<file path="src/rtl/sound_pkg.sv">
// Shared sound encoding and note constants for the game audio path.
// The game-state FSM imports sound_t from here so both ends agree on selector values.
package sound_pkg;

    typedef enum logic [1:0] {
        UI_PRESS    = 2'd0,
        NEXTLEVEL   = 2'd1,
        CRASH       = 2'd2,
        CELEBRATION = 2'd3
    } sound_t;

    typedef enum logic {
        S_IDLE = 1'b0,
        S_PLAY = 1'b1
    } play_state_t;

    localparam int unsigned MAX_NOTES = 4;
    localparam int unsigned DUR_W     = 6;

    // Note frequencies in Hz.
    localparam int unsigned F_F3 = 175;
    localparam int unsigned F_A3 = 220;
    localparam int unsigned F_C5 = 523;
    localparam int unsigned F_E5 = 659;
    localparam int unsigned F_G5 = 784;
    localparam int unsigned F_C6 = 1047;

    function automatic int unsigned half_period(input int unsigned clk_hz, input int unsigned f);
        return clk_hz / (2 * f);
    endfunction

    function automatic logic [1:0] last_note(input sound_t s);
        logic [1:0] n;
        case (s)
            UI_PRESS:  n = 2'd0;
            NEXTLEVEL: n = 2'd2;
            CRASH:     n = 2'd1;
            default:   n = 2'd3;
        endcase
        return n;
    endfunction

endpackage

</file>
<file path="src/rtl/sound_player_if.sv">
// Request/status bundle between the game-state FSM (master) and the sound player (slave).
interface sound_player_if;
    import sound_pkg::*;

    // No valid/ready here: playsound is a level request whose rising edge starts a jingle,
    // soundselector is sampled only in that edge cycle; busy/done report playback status.
    logic        playsound;
    sound_t      soundselector;
    logic        audio_out;
    logic        busy;
    logic        done;
    play_state_t dbg_state;

    modport master (
        output playsound, soundselector,
        input  audio_out, busy, done, dbg_state
    );

    modport slave (
        input  playsound, soundselector,
        output audio_out, busy, done, dbg_state
    );

endinterface

</file>
<file path="src/rtl/sound_player_tone_gen.sv">
// Free-running square-wave divider: wave toggles every `half` cycles and
// restarts low with a zero count whenever clear is asserted.
module tone_gen #(
    parameter int unsigned CNT_W  = 16,
    parameter int unsigned HALF_W = 16
) (
    input  logic              clk,
    input  logic              reset,
    input  logic              clear,
    input  logic [HALF_W-1:0] half,
    output logic              wave
);

    logic [CNT_W-1:0]  cnt;
    logic [HALF_W-1:0] last_cnt;

    assign last_cnt = half - HALF_W'(1);

    always_ff @(posedge clk) begin
        if (reset || clear) begin
            cnt  <= '0;
            wave <= 1'b0;
        end else if (HALF_W'(cnt) == last_cnt) begin
            cnt  <= '0;
            wave <= ~wave;
        end else begin
            cnt <= cnt + CNT_W'(1);
        end
    end

endmodule

</file>
<file path="src/rtl/sound_player.sv">
// Jingle sequencer: on a playsound rising edge it steps through the selected
// note list, holding each note for its tick count and driving a square wave.
module sound_player
    import sound_pkg::*;
#(
    parameter int unsigned CLK_HZ  = 12_000_000,
    parameter int unsigned TICK_HZ = 100
) (
    input  logic           clk,
    input  logic           reset,
    sound_player_if.slave  bus
);

    localparam int unsigned TICK_CYCLES = CLK_HZ / TICK_HZ;

    localparam int unsigned H_F3 = half_period(CLK_HZ, F_F3);
    localparam int unsigned H_A3 = half_period(CLK_HZ, F_A3);
    localparam int unsigned H_C5 = half_period(CLK_HZ, F_C5);
    localparam int unsigned H_E5 = half_period(CLK_HZ, F_E5);
    localparam int unsigned H_G5 = half_period(CLK_HZ, F_G5);
    localparam int unsigned H_C6 = half_period(CLK_HZ, F_C6);

    function automatic int unsigned max2(input int unsigned a, input int unsigned b);
        return (a > b) ? a : b;
    endfunction

    localparam int unsigned MAX_HALF =
        max2(max2(max2(H_F3, H_A3), max2(H_C5, H_E5)), max2(H_G5, H_C6));
    localparam int unsigned CNT_W  = (MAX_HALF > 1) ? $clog2(MAX_HALF) : 1;
    localparam int unsigned HALF_W = $clog2(MAX_HALF + 1);
    localparam int unsigned TICK_W = (TICK_CYCLES > 1) ? $clog2(TICK_CYCLES) : 1;

    // Note ROM: half-period (cycles) and duration (ticks) per sound and note index.
    function automatic int unsigned rom_half_int(input sound_t s, input logic [1:0] i);
        int unsigned h;
        h = H_G5;
        case (s)
            UI_PRESS:  h = H_G5;
            NEXTLEVEL: h = (i == 2'd0) ? H_C5 : (i == 2'd1) ? H_E5 : H_G5;
            CRASH:     h = (i == 2'd0) ? H_A3 : H_F3;
            default:   h = (i == 2'd0) ? H_C5 : (i == 2'd1) ? H_E5 :
                           (i == 2'd2) ? H_G5 : H_C6;
        endcase
        return h;
    endfunction

    function automatic int unsigned rom_dur_int(input sound_t s, input logic [1:0] i);
        int unsigned d;
        d = 5;
        case (s)
            UI_PRESS:  d = 5;
            NEXTLEVEL: d = 8;
            CRASH:     d = (i == 2'd0) ? 15 : 25;
            default:   d = (i == 2'd3) ? 30 : 10;
        endcase
        return d;
    endfunction

    function automatic bit rom_ok();
        bit ok;
        ok = (TICK_CYCLES >= 1);
        for (int s = 0; s < 4; s++) begin
            for (int i = 0; i < int'(MAX_NOTES); i++) begin
                if (i <= int'(last_note(sound_t'(s[1:0])))) begin
                    ok = ok && (rom_half_int(sound_t'(s[1:0]), i[1:0]) >= 1)
                            && (rom_dur_int(sound_t'(s[1:0]), i[1:0]) >= 1)
                            && (rom_dur_int(sound_t'(s[1:0]), i[1:0]) < (1 << DUR_W));
                end
            end
        end
        return ok;
    endfunction

    if (!rom_ok()) begin : g_rom_check
        $error("sound_player: note ROM contains a zero half-period or an invalid duration");
    end

    play_state_t       state, state_nx;
    logic              playsound_q;
    sound_t            sel_q, sel_nx;
    logic [1:0]        idx_q, idx_nx;
    logic [TICK_W-1:0] tick_q, tick_nx;
    logic [DUR_W-1:0]  dur_q, dur_nx;
    logic              done_q, done_nx;
    logic              tone_clear;
    logic              trigger, tick_end, note_end, last;
    logic [HALF_W-1:0] cur_half;
    logic [DUR_W-1:0]  cur_dur;
    logic              wave;

    assign trigger  = bus.playsound && !playsound_q;
    assign cur_half = HALF_W'(rom_half_int(sel_q, idx_q));
    assign cur_dur  = DUR_W'(rom_dur_int(sel_q, idx_q));
    assign tick_end = (tick_q == TICK_W'(TICK_CYCLES - 1));
    assign note_end = tick_end && (dur_q == cur_dur - DUR_W'(1));
    assign last     = (idx_q == last_note(sel_q));

    always_comb begin
        state_nx   = state;
        sel_nx     = sel_q;
        idx_nx     = idx_q;
        tick_nx    = tick_q;
        dur_nx     = dur_q;
        done_nx    = 1'b0;
        tone_clear = 1'b0;
        // A trigger restarts from note 0 in either state, which also covers preemption.
        if (trigger) begin
            state_nx   = S_PLAY;
            sel_nx     = bus.soundselector;
            idx_nx     = 2'd0;
            tick_nx    = '0;
            dur_nx     = '0;
            tone_clear = 1'b1;
        end else if (state == S_PLAY) begin
            tick_nx = tick_end ? '0 : tick_q + TICK_W'(1);
            if (note_end) begin
                dur_nx     = '0;
                tone_clear = 1'b1;
                if (last) begin
                    state_nx = S_IDLE;
                    done_nx  = 1'b1;
                end else begin
                    idx_nx = idx_q + 2'd1;
                end
            end else if (tick_end) begin
                dur_nx = dur_q + DUR_W'(1);
            end
        end
    end

    always_ff @(posedge clk) begin
        if (reset) begin
            state       <= S_IDLE;
            playsound_q <= 1'b0;
            sel_q       <= UI_PRESS;
            idx_q       <= 2'd0;
            tick_q      <= '0;
            dur_q       <= '0;
            done_q      <= 1'b0;
        end else begin
            state       <= state_nx;
            playsound_q <= bus.playsound;
            sel_q       <= sel_nx;
            idx_q       <= idx_nx;
            tick_q      <= tick_nx;
            dur_q       <= dur_nx;
            done_q      <= done_nx;
        end
    end

    tone_gen #(
        .CNT_W  (CNT_W),
        .HALF_W (HALF_W)
    ) u_tone (
        .clk   (clk),
        .reset (reset),
        .clear (tone_clear),
        .half  (cur_half),
        .wave  (wave)
    );

    assign bus.busy      = (state == S_PLAY);
    assign bus.audio_out = (state == S_PLAY) && wave;
    assign bus.done      = done_q;
    assign bus.dbg_state = state;

endmodule

</file>
<file path="src/flat_wrapper.sv">
// flat-port wrapper written by rule: the top's interface ports become plain ports
module sound_player_flat import sound_pkg::*;
#(
    parameter int unsigned CLK_HZ  = 12_000_000,
    parameter int unsigned TICK_HZ = 100
)
  (clk, reset, bus_playsound, bus_soundselector, bus_audio_out, bus_busy, bus_done, bus_dbg_state);
  sound_player_if bus_i ();
  input  logic clk;
  input  logic reset;
  input wire logic [$bits(bus_i.playsound)-1:0] bus_playsound;
  input wire logic [$bits(bus_i.soundselector)-1:0] bus_soundselector;
  output wire logic [$bits(bus_i.audio_out)-1:0] bus_audio_out;
  output wire logic [$bits(bus_i.busy)-1:0] bus_busy;
  output wire logic [$bits(bus_i.done)-1:0] bus_done;
  output wire logic [$bits(bus_i.dbg_state)-1:0] bus_dbg_state;
  assign bus_i.playsound = bus_playsound;
  assign bus_i.soundselector = bus_soundselector;
  assign bus_audio_out = bus_i.audio_out;
  assign bus_busy = bus_i.busy;
  assign bus_done = bus_i.done;
  assign bus_dbg_state = bus_i.dbg_state;
  sound_player #(.CLK_HZ(CLK_HZ), .TICK_HZ(TICK_HZ)) u_core (.clk(clk), .reset(reset), .bus(bus_i));
endmodule
</file>
<file path="config.mk">
export PLATFORM = sky130hd
export DESIGN_NAME = sound_player_flat
export DESIGN_NICKNAME = d
export VERILOG_FILES = /design/src/rtl/sound_pkg.sv /design/src/rtl/sound_player_if.sv /design/src/rtl/sound_player_tone_gen.sv /design/src/rtl/sound_player.sv /design/src/flat_wrapper.sv
export SDC_FILE = /design/constraint.sdc
export NUM_CORES = 1
export LEC_CHECK = 0
export ABC_AREA = 1
export CAP_MARGIN = 20
export CORE_UTILIZATION = 65
export DETAILED_ROUTE_END_ITERATION = 10
export PLACE_DENSITY = 0.82
export RECOVER_POWER = 50
export SYNTH_ARGS = -nofsm -noshare
export SYNTH_HDL_FRONTEND = slang
export SYNTH_SLANG_ARGS = --single-unit
</file>
<file path="constraint.sdc">
create_clock -name clk -period 3.9 [get_ports clk]
set_input_delay 0.78 -clock clk [delete_from_list [all_inputs] [get_ports clk]]
set_output_delay 0.78 -clock clk [all_outputs]
set_load 0.05 [all_outputs]
</file>
==> reports/metrics.yaml <==
maxSlewViolCount: 0
grt_pass1_vias: 2768
worst_slew_pin_slew_ns: 0.6403
rsz0062_at_grt: "false"
n_fill_cell: 403
powerDensity_nw_per_um2: 312.0
peakVddDrop_v: 0.0002124
start_kind: "input port"
status: "finished, final reports clean"
postCtsSetupBuffers: 0
synth_edf_count: 0
timing.slew.headroom: 0.5716
period_needed_ns: 3.098
cts-resized-gates: 0
drtIter0Drc: 205
max-cap-violations: 0
path_class: "in2reg"
yosysUniqueCellTypes: 38
core_area_um2: 4723
synth_compound_area_frac: 0.06117
insertion_delay_ns: 0.31
syn_inst: 473
yosys.area_share.simple: 0.4207
cts.path.max_buffers: 2
yosysWarnings: 0
synthTopCellsByCount: "nand2_1 (111), inv_1 (70), nor2_1 (60)"
synth_mux_area_frac: 0
async_reset_ff_frac: 0
rows: 25
switching_share: 0.2541
grt_overflow: 0
tritoncts: "built"
diodes: 0
cp.arrival_ns: 3.35
timing.rr.start: "u_core.idx_q[0]$_SDFFE_PP0P_"
boundaryPins: 9
ant_nets: 0
synth_area_leader_cell: "dfxtp_1"
ys_ff_latch: 47
track_usage: 0.2912
clkPwrFrac: 0.414
ctsHoldBuffers: 0
numPortBuffers: 8
synth_top_cell_area_share: 0.2968
final_nets: 498
tns_ns: 0
hold_class: "reg2reg"
vias: 2959
drc: 0
cp_max_fo: 9
drive_gt1_frac: 0.07867
synth_area_per_cell_um2: 6.703
crit_start: "bus_playsound"
p_total_mw: 1.050
synth_fa_ha_area_frac: 0.04341
grt_first_pass_wirelength_mm: 11.87
clock-sinks: 47
avgRoutedWirePerCell_um: 12.71
comb_power_share: 0.113
die_h_um: 71.84
seq_area_frac_synth: 0.2968
p_leak_nw: 1.347
fin_worst_skew_ns: 0.01069
endpoint_kind: "flop"
die_area_um2: 5161
synth.most_common_cell: "nand2_1"
worstPathRequired_ns: 4.15
antenna_found_initial: 0
wl_mm: 6.992
syn_nets: 489
ys.flop_type: "dfxtp_1"
synth_top_family_by_area: "simple AND/OR/NAND/NOR gates"
p_int_uw: 783.6
period_share: 0.7942
p_sw_uw: 266.9
path_common_cell: "nor2_1"
numCtsBuffers: 5
finalHoldViolCount: 0
place.gp.congestion: 0.9448
critPathMaxStageDelay_ns: 0.53
max_freq_ghz: 0.3228
setup_viol: 0
crit_chain: "dlygate4sd3_1 > inv_1 > nor2_1 > nor2_1 > clkinv_1 > nor2_1 > inv_1 > a21oi_1 > o21a_1"
clk_pin_slew_ns: 0.09
syn_to_final_growth_pct: 6.196
post-dp-hpwl_mm: 5.406
hold_start: "u_core.tick_q[1]$_SDFFE_PP0P_"
grt_max_degree: 17
synth_xor_area_frac: 0.06630
seqPwrFrac: 0.473
synth.area.top_cells: "dfxtp_1 (30%), nand2_1 (13%), inv_1 (8.3%)"
vias_per_cell: 5.380
htreeDepth: 2
synth_area_um2: 3171
die_width_um: 71.84
cts-root-buf: "clkbuf_8"
utilization: 0.7128
initial_core_util: 0.6713
dr.pass1.iters: 5
crit_slowest_cell: "dlygate4sd3_1"
cell type report:
| type | count | area (µm²) | area share |
|---|---|---|---|
| Tap cell | 67 | 83.83 | 0.02490 |
| Clock inverter | 3 | 71.32 | 0.02118 |
| Timing Repair Buffer | 8 | 80.08 | 0.02378 |
| Clock buffer | 5 | 68.82 | 0.02044 |
| Sequential cell | 47 | 940.9 | 0.2794 |
| Multi-Input combinational cell | 347 | 1848 | 0.5489 |
| Inverter | 73 | 274.0 | 0.08138 |
power by group through the flow:
stage | clock network (mW) | logic [mW] | registers, mW
after floorplan | 0 | 0.106 | 0.502
after global placement | 0 | 0.117 | 0.508
after detailed placement | 0 | 0.120 | 0.508
after CTS | 0.447 | 0.120 | 0.497
after global routing | 0.467 | 0.134 | 0.498
final | 0.435 | 0.118 | 0.497
metal layers:
metal	part of all wire	GRT usage
met4	0.024	0.1111
met3	0.048	0.05345
met2	0.50	0.5388
met1	0.43	0.3301
met5	0	0
state kept, by name (all words and copies together), names as in the netlist:
| register | flops |
|---|---|
| u_core.bus.busy | 1 |
| u_core.bus.done | 1 |
| u_core.dur_q | 6 |
| u_core.idx_q | 2 |
| u_core.playsound_q | 1 |
| u_core.sel_q | 2 |
| u_core.tick_q | 17 |
| u_core.u_tone.cnt | 16 |
| u_core.u_tone.wave | 1 |
final timing paths:
check,depth (start not counted),slack [ns],endpoint
max,9,0.80,u_core.tick_q[14]$_SDFFE_PP0P_
min,2,0.49,u_core.tick_q[1]$_SDFFE_PP0P_
max reg2reg,18,0.89,u_core.u_tone.cnt[14]$_SDFF_PP0_
min reg2reg,2,0.49,u_core.tick_q[1]$_SDFFE_PP0P_
worst max-delay path: cells and delay by family:
kind	cells	cell delay [ns]
AND/OR/NAND/NOR	3	0.96
AO/OA/AOI/OAI	2	0.33
buffers and inverters	4	1.29
through the flow:
| step | worst slack [ns] | instances | hold WS, ns | area (µm²) |
|---|---|---|---|---|
| final | 0.8025 | 550 | 0.4945 | 3367 |
| after global routing | 0.6676 | 550 | 0.5141 | 3367 |
| after CTS | 1.015 | 550 | 0.4966 | 3395 |
| after detailed placement | 1.013 | 542 | 0.4784 | 3254 |
| after global placement | 1.065 | 542 | 0.4756 | 3254 |
| after floorplan | 1.377 | 473 | 0.4414 | 3171 |
cells by family after synthesis:
group / count (synthesis)
adder cells (fa/ha/maj): 11
AO/OA/AOI/OAI: 34
XOR/XNOR: 24
buffers and inverters: 79
AND/OR/NAND/NOR: 278
flip-flops: 47
cells in the final DEF, fill, tap and decap left out, drive strengths merged, types with 11 or more instances in the layout:
master	synthesis	final
nand2	118	118
nor2	75	75
ha	11	11
dfxtp	47	47
a21oi	14	14
nand4	15	15
inv	72	72
nor3	16	16
nand3	44	44
xor2	22	22
o21ai	13	13
(Power assumes the default switching activity.)
